`src/rtl/charis_pkg.sv`:
```
// Shared opcodes, ALU codes, FSM state encoding and instruction classes for the
// multi-cycle control unit.
package charis_pkg;

    localparam logic [5:0] OP_RTYPE = 6'b100000;
    localparam logic [5:0] OP_LI    = 6'b111000;
    localparam logic [5:0] OP_LUI   = 6'b111001;
    localparam logic [5:0] OP_ADDI  = 6'b110000;
    localparam logic [5:0] OP_NANDI = 6'b110010;
    localparam logic [5:0] OP_ORI   = 6'b110011;
    localparam logic [5:0] OP_B     = 6'b111111;
    localparam logic [5:0] OP_BEQ   = 6'b000000;
    localparam logic [5:0] OP_BNE   = 6'b000001;
    localparam logic [5:0] OP_LB    = 6'b000011;
    localparam logic [5:0] OP_LW    = 6'b001111;
    localparam logic [5:0] OP_SW    = 6'b011111;

    localparam logic [3:0] ALU_ADD  = 4'b0000;
    localparam logic [3:0] ALU_SUB  = 4'b0001;
    localparam logic [3:0] ALU_OR   = 4'b0011;
    localparam logic [3:0] ALU_NAND = 4'b0101;

    typedef enum logic [2:0] {
        S_IF   = 3'd0,
        S_DEC  = 3'd1,
        S_EXEC = 3'd2,
        S_MEM  = 3'd3,
        S_WB   = 3'd4
    } state_t;

    typedef enum logic [3:0] {
        CL_RTYPE, CL_IMM, CL_LUI, CL_LI, CL_BR, CL_BEQ, CL_BNE,
        CL_LB, CL_LW, CL_SW, CL_ILLEGAL
    } iclass_t;

    // ALU operation driven from EXEC onward; immediates share one class so the
    // opcode picks between add/nand/or.
    function automatic logic [3:0] exec_alu_func(iclass_t cls, logic [5:0] op, logic [3:0] func);
        logic [3:0] f;
        f = ALU_ADD;
        case (cls)
            CL_RTYPE:       f = func;
            CL_IMM:         f = (op == OP_NANDI) ? ALU_NAND : (op == OP_ORI) ? ALU_OR : ALU_ADD;
            CL_BEQ, CL_BNE: f = ALU_SUB;
            default:        f = ALU_ADD;
        endcase
        return f;
    endfunction

endpackage

```
`src/rtl/instr_class_dec.sv`:
```
// Combinational opcode to instruction-class decode.
module instr_class_dec
    import charis_pkg::*;
(
    input  logic [5:0] opcode,
    output iclass_t    cls
);

    always_comb begin
        cls = CL_ILLEGAL;
        case (opcode)
            OP_RTYPE: cls = CL_RTYPE;
            OP_ADDI,
            OP_NANDI,
            OP_ORI:   cls = CL_IMM;
            OP_LUI:   cls = CL_LUI;
            OP_LI:    cls = CL_LI;
            OP_B:     cls = CL_BR;
            OP_BEQ:   cls = CL_BEQ;
            OP_BNE:   cls = CL_BNE;
            OP_LB:    cls = CL_LB;
            OP_LW:    cls = CL_LW;
            OP_SW:    cls = CL_SW;
            default:  cls = CL_ILLEGAL;
        endcase
    end

endmodule

```
`src/rtl/multicycle_control.sv`:
```
// Multi-cycle Moore control FSM (IF/DEC/EXEC/MEM/WB) with a Mem_Req/Mem_Ack
// handshake and a sticky bus-error flag on memory timeout.
module multicycle_control
    import charis_pkg::*;
#(
    parameter int MAX_WAIT = 15,
    parameter int WAIT_W   = 4
) (
    input  logic        Clk,
    input  logic        Reset,
    input  logic [31:0] Instr,
    input  logic        Zero,
    input  logic        Mem_Ack,
    output logic        PC_Sel,
    output logic        PC_LdEn,
    output logic        IR_LdEn,
    output logic        RF_WrEn,
    output logic        RF_WrData_sel,
    output logic        RF_B_sel,
    output logic        ALU_Bin_sel,
    output logic [3:0]  ALU_func,
    output logic        Mem_Req,
    output logic        Mem_WrEn,
    output logic        lb_MEM_trim,
    output logic        Bus_Err,
    output logic [2:0]  State
);

    state_t              state, next_state;
    iclass_t             cls;
    logic [WAIT_W-1:0]   wait_cnt;
    logic                aborted;
    logic                bus_err;
    logic                timeout;
    logic                is_mem, is_br, imm_b, b_sel;
    logic [3:0]          alu_f;
    logic                unused_instr_bits;

    assign unused_instr_bits = ^Instr[25:4];

    instr_class_dec u_dec (
        .opcode (Instr[31:26]),
        .cls    (cls)
    );

    assign is_mem  = (cls == CL_LB) || (cls == CL_LW) || (cls == CL_SW);
    assign is_br   = (cls == CL_BR) || (cls == CL_BEQ) || (cls == CL_BNE);
    assign b_sel   = (cls == CL_BEQ) || (cls == CL_BNE) || (cls == CL_SW);
    assign imm_b   = (cls == CL_IMM) || (cls == CL_LI) || (cls == CL_LUI) || is_mem;
    assign alu_f   = exec_alu_func(cls, Instr[31:26], Instr[3:0]);
    assign timeout = (state == S_MEM) && !Mem_Ack && (wait_cnt == WAIT_W'(MAX_WAIT - 1));

    always_ff @(posedge Clk or negedge Reset) begin
        if (!Reset) begin
            state    <= S_IF;
            wait_cnt <= '0;
            aborted  <= 1'b0;
            bus_err  <= 1'b0;
        end else begin
            state <= next_state;
            if (state == S_EXEC)
                wait_cnt <= '0;
            else if (state == S_MEM && !Mem_Ack)
                wait_cnt <= wait_cnt + WAIT_W'(1);
            // aborted only suppresses the WB write of this instruction; bus_err is sticky
            if (timeout) begin
                bus_err <= 1'b1;
                aborted <= 1'b1;
            end else if (state == S_IF) begin
                aborted <= 1'b0;
            end
        end
    end

    always_comb begin
        next_state    = state;
        PC_Sel        = 1'b0;
        PC_LdEn       = 1'b0;
        IR_LdEn       = 1'b0;
        RF_WrEn       = 1'b0;
        RF_WrData_sel = 1'b0;
        RF_B_sel      = 1'b0;
        ALU_Bin_sel   = 1'b0;
        ALU_func      = 4'b0000;
        Mem_Req       = 1'b0;
        Mem_WrEn      = 1'b0;
        lb_MEM_trim   = 1'b0;
        // Reset gates the strobes so a pending memory request drops immediately
        if (Reset) begin
            case (state)
                S_IF: begin
                    IR_LdEn    = 1'b1;
                    next_state = S_DEC;
                end
                S_DEC: begin
                    RF_B_sel   = b_sel;
                    next_state = (cls == CL_ILLEGAL) ? S_WB : S_EXEC;
                end
                S_EXEC: begin
                    RF_B_sel    = b_sel;
                    ALU_Bin_sel = imm_b;
                    ALU_func    = alu_f;
                    if (is_br) begin
                        PC_LdEn    = 1'b1;
                        PC_Sel     = (cls == CL_BR) ? 1'b1 : (cls == CL_BEQ) ? Zero : ~Zero;
                        next_state = S_IF;
                    end else begin
                        next_state = is_mem ? S_MEM : S_WB;
                    end
                end
                S_MEM: begin
                    RF_B_sel    = b_sel;
                    ALU_Bin_sel = imm_b;
                    ALU_func    = alu_f;
                    Mem_Req     = 1'b1;
                    Mem_WrEn    = (cls == CL_SW);
                    lb_MEM_trim = (cls == CL_LB);
                    if (Mem_Ack) begin
                        if (cls == CL_SW) begin
                            PC_LdEn    = 1'b1;
                            next_state = S_IF;
                        end else begin
                            next_state = S_WB;
                        end
                    end else if (timeout) begin
                        next_state = S_WB;
                    end
                end
                S_WB: begin
                    RF_B_sel      = b_sel;
                    ALU_Bin_sel   = imm_b;
                    ALU_func      = alu_f;
                    PC_LdEn       = 1'b1;
                    RF_WrEn       = !aborted && (cls != CL_ILLEGAL) && (cls != CL_SW);
                    RF_WrData_sel = (cls == CL_LB) || (cls == CL_LW);
                    next_state    = S_IF;
                end
                default: next_state = S_IF;
            endcase
        end
    end

    assign Bus_Err = bus_err;
    assign State   = state;

endmodule

```
`config.mk`:
```
export PLATFORM = sky130hd
export DESIGN_NAME = multicycle_control
export DESIGN_NICKNAME = d
export VERILOG_FILES = /design/src/rtl/charis_pkg.sv /design/src/rtl/instr_class_dec.sv /design/src/rtl/multicycle_control.sv
export SDC_FILE = /design/constraint.sdc
export NUM_CORES = 1
export LEC_CHECK = 0
export CAP_MARGIN = 20
export CORE_UTILIZATION = 40
export DETAILED_ROUTE_END_ITERATION = 7
export PLACE_DENSITY = 0.87
export SYNTH_ARGS = -nofsm -noshare
export SYNTH_HDL_FRONTEND = slang
export SYNTH_SLANG_ARGS = --single-unit
```
`constraint.sdc`:
```
create_clock -name Clk -period 3.36 [get_ports Clk]
set_input_delay 0.504 -clock Clk [delete_from_list [all_inputs] [get_ports Clk]]
set_output_delay 0.504 -clock Clk [all_outputs]
set_load 0.005 [all_outputs]
```
==> impl_metrics.yaml <==
clock_tree:
  cts_tree: "yes"
  cts_sinks: 9
  clock_latency_of_the_later_clocked_register_in_the_worst_skew_pair_ps: 270
  cts-buffers-inserted: 3
  clockRootBuffer: "sky130_fd_sc_hd__clkbuf_4"
  post_cts.resized_instances: 0
  number_of_buffers_inserted_by_hold_repair_at_cts: 0
  cts_buffer_depth: 2
  htree_num_levels: 1
  post-cts-setup-buffers: 0
  clk_pin_slew_ps: 60
floorplanning:
  floorplan.die_area_sq_um: 2723
  die-height_microns: 52.18
  floorplan.core_area_sq_um: 2297
  rows: 17
  die_wd_microns: 52.18
  start_util_pct: 43.85
  top_level_port_count: 54
route:
  detail-route-antenna-nets: 0
  remaining_drc_errors: 0
  drt_first_pass_iters: 4
  drt-wirelength-per-cell_microns: 14.09
  post_drt_via_cell_ratio: 5.938
  routed_wirelength_microns: 2706
  via_count: 1140
  first_iter_violations: 45
yosys:
  avgSynthCellArea_sq_um: 7.748
  dominantRegCellSynth: "sky130_fd_sc_hd__dfrtp_1"
  synth-seq-cells: 9
  ys_async_sr_fraction_pct: 100.0
  mappedNetlistNets: 168
  post_synthesis_cell_type_count: 54
  synth_sequential_area_ratio_pct: 22.36
  synthesized_netlist_cell_count: 130
  yosys_warnings: 0
  syn_area_sq_um: 1007
  synth-edff-count: 0
timing:
  fin_crit_ps: 3223
  setup-tns-final_ps: 0
  achievable_frequency_ghz: 0.3102
  hold_viol_final: 0
  finalCritPeriodShare_pct: 95.93
  final-setup-viol-count: 0
  worst_rel_slew_slack_pct: 71.49
  tightest_slew_ps: 416.8
  unrepaired_setup_endpoints_after_global_routing: "no"
  finClkSkew_ps: 7.637
  timing_max_transition_violations_final: 0
power_and_ir_drop:
  p_comb_share_pct: 46.9
  vdd_ir_drop_max_mv: 0.2603
  clock_power_share_pct: 17.1
  power.density_nw_per_um2: 370.7
  p_leak_nw: 0.5617
  proportion_of_total_power_due_to_net_switching_pct: 39.14
  total_power_uw: 503.2
  seq_power_share_pct: 36.0
  cell_internal_pwr_uw: 306.3
  switchingPower_uw: 197.0
placement:
  dp_hpwl_microns: 2128
  place.port_buffers: 31
  gp_congestion: 0.8919
job:
  max_cap_viol_count: 0
cells_and_area:
  n_diodes: 0
  syn2layout_area_growth_pct: 34.78
  layout.cells.most_common: "sky130_fd_sc_hd__clkdlybuf4s50_1"
  final_layout_size_suffix_gt1_share_pct: 15.24
  n_fill_cell: 225
  multi_input_area_sq_um: 666.9
  layout.cells.most_common_list: "sky130_fd_sc_hd__clkdlybuf4s50_1 (31), sky130_fd_sc_hd__nor2_1 (16), sky130_fd_sc_hd__nand2_1 (10)"
  ff_latch_area_sq_um: 225.2
  nets: 203
worst_setup_path:
  cpMaxStageDelayCell: "sky130_fd_sc_hd__or4_4"
  critPathCaptureType: "output pin"
  worstPathArrival_ps: 2720
  worstPathCellList: "clkdlybuf4s50_1 > or4_4 > o22a_1 > nor2_1 > a31oi_1 > o31ai_1 > clkdlybuf4s50_1"
  crit_type: "input pin to output pin"
  timing.reg2reg.worst_path_depth: 5
  critPathBufInv: 2
  start_kind: "input pin"
  total_stage_count_of_the_critical_path: 7
  crit_top_cell: "sky130_fd_sc_hd__clkdlybuf4s50_1"
  cp_delay_by_family_top: "buffers and inverters"
  critPathRequiredTime_ps: 2860
  critical-path-max-stage-delay_ps: 600
  crit_fanout: 6
global_routing:
  global_route_usage_over_all_layers_pct: 21.29
  grt_pass1_vias: 1014
  grt_remaining_overflow: 0
  antenna_found_initial: 0
  grt_max_degree: 17
  grt_first_pass_wirelength_microns: 4340
worst_hold_path:
  class_of_the_tightest_hold_or_removal_check: "input pin to asynchronous set/reset pin"
run_status:
  status: "finished clean"
## synth_stat cells, types with 2 or more instances
cell type	instances	area share [%]
sky130_fd_sc_hd__a211o_1	2	1.7
sky130_fd_sc_hd__dfrtp_1	9	22
sky130_fd_sc_hd__a31oi_1	2	1.2
sky130_fd_sc_hd__nor3_1	4	2.0
sky130_fd_sc_hd__nor2_1	16	6.0
sky130_fd_sc_hd__o21ai_0	6	3.0
sky130_fd_sc_hd__o32ai_1	2	1.7
sky130_fd_sc_hd__or3_1	2	1.2
sky130_fd_sc_hd__a22oi_1	4	3.0
sky130_fd_sc_hd__nand2b_1	2	1.2
sky130_fd_sc_hd__nand2_1	10	3.7
sky130_fd_sc_hd__a21oi_1	6	3.0
sky130_fd_sc_hd__inv_1	9	3.4
sky130_fd_sc_hd__buf_4	2	1.5
sky130_fd_sc_hd__buf_6	3	3.4
sky130_fd_sc_hd__ha_1	2	2.5
sky130_fd_sc_hd__xor2_1	3	2.6
sky130_fd_sc_hd__or2_2	3	1.9
sky130_fd_sc_hd__a21o_1	2	1.5
sky130_fd_sc_hd__nand3_1	5	2.5
sky130_fd_sc_hd__and2_2	2	1.5
sky130_fd_sc_hd__nand4_1	2	1.2
## per-stage QoR
stage | utilization, % | instances | setup WS [ps] | hold WS, ps | instance area [sq um]
floorplan | - | 130 | 1138 | 208.4 | 1007
global placement | 57.95 | 188 | 129.7 | 450.3 | 1331
detailed placement | 57.95 | 188 | 144.6 | 462.4 | 1331
CTS | 59.10 | 192 | 140.4 | 429.8 | 1358
global route | 59.10 | 192 | 52.16 | 437.2 | 1358
finish | 59.10 | 192 | 136.7 | 435.7 | 1358
## path summary, 6_finish.rpt
path	from	end	slack, ps
max	Instr[30]	PC_LdEn	140
max reg2reg	State[1]$_DFFE_PN0P_	Bus_Err$_DFFE_PN0P_	1800
min reg2reg	Bus_Err$_DFFE_PN0P_	Bus_Err$_DFFE_PN0P_	480
min	Reset	State[2]$_DFFE_PN0P_	440
min in group Clk	Bus_Err$_DFFE_PN0P_	Bus_Err$_DFFE_PN0P_	480
max in group asynchronous	Reset	wait_cnt[3]$_DFFE_PN0P_	2480
## logic make-up (layout without fill, tap and decap cells)
| logic type | count (synthesis) | after routing | synth area share (%) |
|---|---|---|---|
| AND/OR/NAND/NOR | 59 | 59 | 33.42 |
| AO/OA/AOI/OAI | 37 | 37 | 25.72 |
| buffers and inverters | 18 | 52 | 11.43 |
| flip-flops | 9 | 9 | 22.36 |
| XOR/XNOR | 4 | 4 | 3.479 |
| adder cells (fa/ha/maj) | 2 | 2 | 2.484 |
| multiplexers | 1 | 1 | 1.118 |
## sequential cells by signal, indices dropped and copies added, names as in the netlist
name      count
wait_cnt      4
Bus_Err       1
aborted       1
State         3
## power groups by stage
stage	Clock [mW]	Combinational, mW	Sequential, mW
6_report	0.0858	0.236	0.181
3_5_place_dp	0	0.234	0.182
2_1_floorplan	0	0.162	0.159
5_1_grt	0.0931	0.262	0.188
3_3_place_gp	0	0.224	0.179
4_1_cts	0.0893	0.236	0.180
## routing by layer
| metal | wire length (microns) | up-vias | part of all wire (%) | global-route usage [%] |
|---|---|---|---|---|
| met5 | 0 | - | 0 | 0 |
| met4 | 25 | 0 | 0.92 | 6.579 |
| met3 | 201 | 5 | 7.4 | 3.478 |
| met2 | 1354 | 62 | 50 | 36.11 |
| met1 | 1124 | 526 | 42 | 27.45 |
| li1 | - | 547 | - | - |
## layout make-up
| type | count | share of cell area (%) |
|---|---|---|
| multi-input combinational | 103 | 49.12 |
| timing repair buffer | 39 | 27.28 |
| sequential | 9 | 16.59 |
| tap | 28 | 2.581 |
| inverter | 9 | 2.488 |
| clock buffer | 4 | 1.935 |
## worst register-to-register path, delay by kind of cell, from the launching register on
family / cells / cell delay, ps
buffers and inverters: 1 / 80
DFF: 1 / 510
and+or+nand+nor: 4 / 910
Note: power is estimated with default switching activity, not from simulation.
==> edit (config.mk and constraints unchanged) <==
Register the output `Bus_Err` once more, with the module's reset; this adds one clock of latency there. The other outputs are not delayed to match.
--- a/src/rtl/multicycle_control.sv
+++ b/src/rtl/multicycle_control.sv
@@ -140,7 +140,13 @@
         end
     end
 
-    assign Bus_Err = bus_err;
+    always_ff @(posedge Clk or negedge Reset) begin
+        if (!Reset) begin
+            Bus_Err <= '0;
+        end else begin
+            Bus_Err <= bus_err;
+        end
+    end
     assign State   = state;
 
 endmodule
Behaviour: same outputs for any inputs over 10 cycles, from zero or initial values and one cycle with Reset low; that may be too few to reach the edited logic, so the function may still have changed.
==> edit against the unedited design <==
- cell count is 8.9% higher
- wire length is 4.5% higher
- sequential cell count is 1 higher
- total power is 6.3% higher
- cell area is 7.0% higher
- register-to-register slack worse by 0.16 ns
- synthesized area is 5.2% higher
- worst setup slack better by 0.036 ns
- synthesized cell count is 12% higher
- maximum frequency is 1.1% higher
- highest routed layer unchanged
==> edit: results (changes against the unedited design) <==
| Metric | Value |
|---|---|
| Run status | finished clean |
| Via count | 1173 (+2.9%) |
| Starting DRC count in detailed routing | 40 (-11%) |
| Signal inverters | 5 (-4) |
| Row count | 18 (+1) |
| Dominant cells by area after synthesis | dfrtp_1 24%, nor2_1 6.7%, nand2_1 5.3% |
| CP max stage delay | 0.52 ns (-0.08 ns) |
| Max Clock Skew | 0.00734 ns (-0.000293 ns) |
| Slowest stage cell, crit path | clkdlybuf4s50_1 |
| WL met1 | 1.22 mm (+8.4%) |
| Clock-cell share | 2.50% (+0.56 points) |
| Nets | 218 (+7.4%) |
| GR Util All Layers | 22.4% (+1.2 points) |
| Netlist cell types | 48 (-11%) |
| Vias in the first global route | 1062 (+4.7%) |
| Largest net degree at the start of global routing | 16 (-1) |
| Post-DP Area | 1420 sq um (+6.4%) |
| PnR worst setup slack | 0.173 ns (+0.0362 ns) |
| Non-Clock Buffer Count | 40 (+2.6%) |
| WHS | 0.373 ns (-0.0626 ns) |
| Sequential fraction of the synthesis area | 23.6% (+1.3 points) |
| Via density | 5.61 (-5.5%) |
| Placed Cells | 205 (+9.0%) |
| Seq area share | 17.2% (+0.64 points) |
| R2R Setup Slk | 1.64 ns (-0.16 ns) |
| DP Worst Slack | 0.176 ns (+0.0314 ns) |
| Max VDD drop | 419 uV (+61%) |
| Synth Register Bits | 10 (+1) |
| Area of the multi-input gates | 732 sq um (+9.8%) |
| Worst Path Arrival | 2.68 ns (-0.04 ns) |
| Final RePlAce weighted congestion | 0.929 (+4.2%) |
| Slew HR | 70.8% (-0.66 points) |
| Net Count, Synth | 183 (+8.9%) |
| Syn Inst Count | 145 (+12%) |
| Non-clock buffer share | 26.0% (-1.3 points) |
| Share of cells above drive strength 1 | 10.1% (-5.2 points) |
edit: changes by cell type after synthesis, sizes merged, moves of 4 or more:
cell and delta:
buf +4, nand2 +5, nor4 +4, nor3 +5
nor2b +8, inv -4
edit: logic make-up (layout without fill, tap and decap cells):
kind of cell    after synthesis  count (layout)  share of synthesized area, %
compound gates               30              30                          20.7
mux                           1               1                         0.945
xor+xnor                      3               3                          2.48
flops                        10              10                          23.6
buf+inv                      15              49                          7.32
simple gates                 84              84                          42.6
fa+ha+maj                     2               2                          2.36
edit: per-layer routing:
metal	vias to the layer above	global-route usage [%]
met5	-	0
met4	0	7.02
met3	4	4.02
met2	30	38.5
met1	550	27.9
li1	589	-
edit: report_power, final:
group / switching, mW / internal (mW) / total, mW
Clock: 0.0416 / 0.0657 / 0.107
Combinational: 0.110 / 0.123 / 0.233
Sequential: 0.0493 / 0.145 / 0.195
edit: critical path: cells and delay by family:
family          cells  cell delay (ns)
compound gates      2             0.28
buf+inv             3             1.21
simple gates        3             0.70
